==> config.mk <==
export PLATFORM = sky130hd
export DESIGN_NAME = pc_fetch_sequencer
export DESIGN_NICKNAME = d
export VERILOG_FILES = /design/src/rtl/pc_fetch_sequencer.sv
export SDC_FILE = /design/constraint.sdc
export NUM_CORES = 1
export LEC_CHECK = 0
export ABC_AREA = 1
export CORE_UTILIZATION = 35
export DETAILED_ROUTE_END_ITERATION = 12
export PLACE_DENSITY = 0.63
export REMOVE_ABC_BUFFERS = 1
export SLEW_MARGIN = 15
export SYNTH_ARGS = -nofsm -noshare
export SYNTH_HDL_FRONTEND = slang
export SYNTH_SLANG_ARGS = --single-unit
export TNS_END_PERCENT = 10
==> constraint.sdc <==
create_clock -name clk -period 3.2 [get_ports clk]
set_input_delay 0.64 -clock clk [delete_from_list [all_inputs] [get_ports clk]]
set_output_delay 0.64 -clock clk [all_outputs]
set_load 0.03 [all_outputs]
==> src/rtl/pc_fetch_sequencer.sv <==
// Instruction fetch sequencer: owns the PC, runs the imem req/ack
// handshake and hands fetched words to decode.
module pc_fetch_sequencer #(
    parameter logic [31:0] RESET_PC = 32'h0000_0000,
    parameter int unsigned MAX_WAIT = 15
) (
    input  logic        clk,
    input  logic        reset,
    output logic        imemReq,
    output logic [31:0] imemAddr,
    input  logic        imemAck,
    input  logic [31:0] imemData,
    output logic        instrValid,
    output logic [31:0] instrOut,
    output logic [31:0] pcOut,
    input  logic        stall,
    input  logic        branchTaken,
    input  logic [15:0] branchOffset,
    input  logic        jump,
    input  logic        jumpReg,
    input  logic [31:0] regTarget,
    output logic        fetchError
);

    typedef enum logic [1:0] {
        IDLE,
        REQ,
        ISSUE,
        ERROR
    } state_t;

    localparam logic [7:0] WAIT_LAST = 8'(MAX_WAIT - 1);

    state_t      state;
    state_t      state_next;
    logic [31:0] pc;
    logic [31:0] pc_next;
    logic [31:0] instr;
    logic        instr_load;
    logic [7:0]  wait_cnt;
    logic [7:0]  wait_next;
    logic [31:0] pc_plus4;
    logic [31:0] branch_target;
    logic [31:0] jump_target;
    logic [31:0] redirect_pc;
    logic        jr_misaligned;

    always_comb begin
        pc_plus4      = pc + 32'd4;
        branch_target = pc_plus4
                      + {{14{branchOffset[15]}}, branchOffset, 2'b00};
        jump_target   = {pc_plus4[31:28], instr[25:0], 2'b00};
        jr_misaligned = jumpReg && (regTarget[1:0] != 2'b00);
        if (jumpReg) begin
            redirect_pc = regTarget;
        end else if (jump) begin
            redirect_pc = jump_target;
        end else if (branchTaken) begin
            redirect_pc = branch_target;
        end else begin
            redirect_pc = pc_plus4;
        end
    end

    always_comb begin
        state_next = state;
        pc_next    = pc;
        wait_next  = wait_cnt;
        instr_load = 1'b0;
        case (state)
            IDLE: begin
                state_next = REQ;
                wait_next  = 8'd0;
            end
            REQ: begin
                if (imemAck) begin
                    instr_load = 1'b1;
                    state_next = ISSUE;
                end else if (wait_cnt == WAIT_LAST) begin
                    // The Nth silent REQ cycle is the last one allowed.
                    state_next = ERROR;
                end else begin
                    wait_next = wait_cnt + 8'd1;
                end
            end
            ISSUE: begin
                if (!stall) begin
                    if (jr_misaligned) begin
                        state_next = ERROR;
                    end else begin
                        pc_next    = redirect_pc;
                        wait_next  = 8'd0;
                        state_next = REQ;
                    end
                end
            end
            ERROR: begin
                state_next = ERROR;
            end
            default: begin
                state_next = IDLE;
            end
        endcase
    end

    always_ff @(posedge clk or posedge reset) begin
        if (reset) begin
            state    <= IDLE;
            pc       <= RESET_PC;
            instr    <= 32'd0;
            wait_cnt <= 8'd0;
        end else begin
            state    <= state_next;
            pc       <= pc_next;
            wait_cnt <= wait_next;
            if (instr_load) begin
                instr <= imemData;
            end
        end
    end

    assign imemReq    = (state == REQ);
    assign instrValid = (state == ISSUE);
    assign fetchError = (state == ERROR);
    assign imemAddr   = pc;
    assign pcOut      = pc;
    assign instrOut   = instr;

endmodule

==> out/qor.yml <==
hold_buffers: 0
cts_root_buf: "clkbuf_16"
synthDistinctLibCells: 44
avgViaCountPerCell: 4.83
post-place-cells: 1581
multiInputGateArea_um2: 4330
crit_start: "imemAddr[3]"
p_total_mw: 2.35
finalClockSkew_ns: 0.00816
p_leak_nw: 4.95
register_area_um2: 1860
drive_above_1_share_pct: 9.31
yosys_warnings: 0
clkTransAtPathRegs_ns: 0.07
synth.yosys.seq_area_share_pct: 26.6
r2r_setup_slack_ns: 0.17
cts.sinks: 74
final_antenna_net_count: 0
design_area_um2: 9580
critical_path_arrival_ns: 3.27
vdd_ir_drop_max_mv: 0.238
dr.pass1.iters: 5
dp_hpwl_um: 20400
drtIter0Drc: 548
antenna_found_initial: 0
grt_pass1_vias: 7281
grt_pass1_wl_um: 39300
fin_crit_ns: 3.03
final_core_util_pct: 49.2
num-fill-cells: 2016
cts_tree: "built"
fin_nets: 1454
r2r_end: "imemAddr[17]"
rsz0062_at_grt: "yes"
hold_viol: 0
syn_area_um2: 6960
htreeDepth: 3
gp_congestion: 1.01
core_um2: 19500
maxSlewHeadroom_pct: 69.5
reg2reg_from: "imemAddr[3]"
io_pins: 186
vias: 7712
min_path_type: "reg2reg"
layoutNonFillerInstCount: 1597
setup_tns_ns: 0
antennaDiodeCount: 0
finalMaxSlewViolations: 0
timing.final.crit_share_pct: 94.7
r2r.worst_path.cells: 16
fp.dieW_um: 143
port-buffer-count: 185
start_util_pct: 35.8
place_area_um2: 9170
grt_usage_pct: 25.4
grt_max_degree: 65
overflow: 0
setup_viol: 0
mostFrequentLayoutCell: "nand2_1"
fin_hold_ws_ns: 0.479
wire_per_inst_um: 15.8
place_ws_ns: -0.0189
rows: 51
setup_ws_ns: 0.168
worstMarginPinSlew_ns: 0.457
power_density_nw_per_um2: 245
drc: 0
critPathKind: "reg2reg"
numCtsBuffers: 9
syn_inst: 1140
outcome: "finished, final reports clean"
totalWireLength_um: 25200
endpoint: "imemAddr[17]"
maxCapViolations: 0
cts.path.max_buffers: 2
post_cts_buffers: 0
cp.required_ns: 3.43
ys_seq_elements: 74
avgSynthCellArea_um2: 6.10
mostFrequentLayoutCells: "nand2_1, clkdlybuf4s50_1, inv_1"
end_kind: "register"
clock_latency_ns: 0.35
timing.fmax_mhz: 330
cp-start-kind: "register"
crit_fanout: 6
die-area_um2: 20500
area_delta_synth_final_pct: 37.6
die_h_um: 143
[how the worst min path moves through the flow]
stage          cells after the start            to          from  slack [ns]
3_5_place_dp                       2  instrOut[28]  instrOut[28]        0.46
6_report                           2  instrOut[28]  instrOut[28]        0.48
2_1_floorplan                      1   wait_cnt[3]   wait_cnt[3]        0.48
3_3_place_gp                       2  instrOut[28]  instrOut[28]        0.46
4_1_cts                            2  instrOut[28]  instrOut[28]        0.48
5_1_grt                            2  instrOut[27]  instrOut[27]        0.51
[layer usage]
metal / GRT usage (%) / wire, um
met1: 34.4 / 11400
met2: 41.7 / 11700
met3: 4.02 / 1650
met4: 6.56 / 437
met5: 0 / 0
[sequential cells by signal (all words and copies together), names as in the netlist]
| name | cells |
|---|---|
| imemAddr | 32 |
| instrOut | 32 |
| state | 2 |
| wait_cnt | 8 |
[kinds of logic after synthesis]
logic type	after synthesis	share of synthesized area, %
compound gates	133	10.5
xor+xnor	20	2.73
fa+ha+maj	40	7.30
buf+inv	200	12.7
flops	74	26.6
simple gates	673	40.1
[where the power goes]
part	switching, mW	internal, mW	total, mW
Sequential	0	0.935	0.935
Combinational	0.212	0.179	0.391
Clock	0.473	0.549	1.02
[area by class of cell]
| cell class | count | share of cell area (%) |
|---|---|---|
| clock inverter | 7 | 0.706 |
| clock buffer | 9 | 2.35 |
| tap | 265 | 3.46 |
| multi-input combinational | 866 | 45.2 |
| sequential | 74 | 19.4 |
| inverter | 143 | 5.64 |
| timing repair buffer | 233 | 23.2 |
[repair_timing]
item	4_1_cts	5_1_grt
gates resized for setup	1	33
endpoints found under the setup margin	2	20
endpoints found under the hold margin	0	0
cloned	0	0
[synthesized netlist by cell type, drive strengths merged]
library cell,n,area share [%]
a21boi,1,0.11
a21o,1,0.11
a21oi,62,4.5
a221oi,2,0.25
a22o,1,0.13
a22oi,2,0.22
a31oi,3,0.27
and2,2,0.18
buf,37,3.9
clkbuf,20,1.1
clkinv,1,0.072
dfrtp,74,27
fa,1,0.29
ha,39,7.0
inv,142,7.7
nand2,439,24
nand3,66,4.9
nand3b,5,0.54
nand4,13,1.3
nor2,126,7.5
nor3,17,1.4
nor3b,1,0.11
o211ai,6,0.65
o21a,3,0.32
o21ai,45,3.2
o21bai,5,0.54
o22ai,2,0.18
or2,4,0.36
xnor2,5,0.74
xor2,15,2.0
[worst max-delay path: stages, from the launching register on]
cell	delay (ns)
dfrtp_2	0.42
ha_1	0.19
nand2_1	0.11
nor2_4	0.16
nand2_1	0.11
xor2_1	0.36
ha_1	0.38
nand2_1	0.10
nand2_1	0.07
a21oi_1	0.20
nand2_1	0.20
nand2_1	0.13
nand3b_1	0.08
nand3_1	0.21
nand2_1	0.08
nand2_1	0.07
nand2_1	0.05
(Power assumes the default switching activity.)
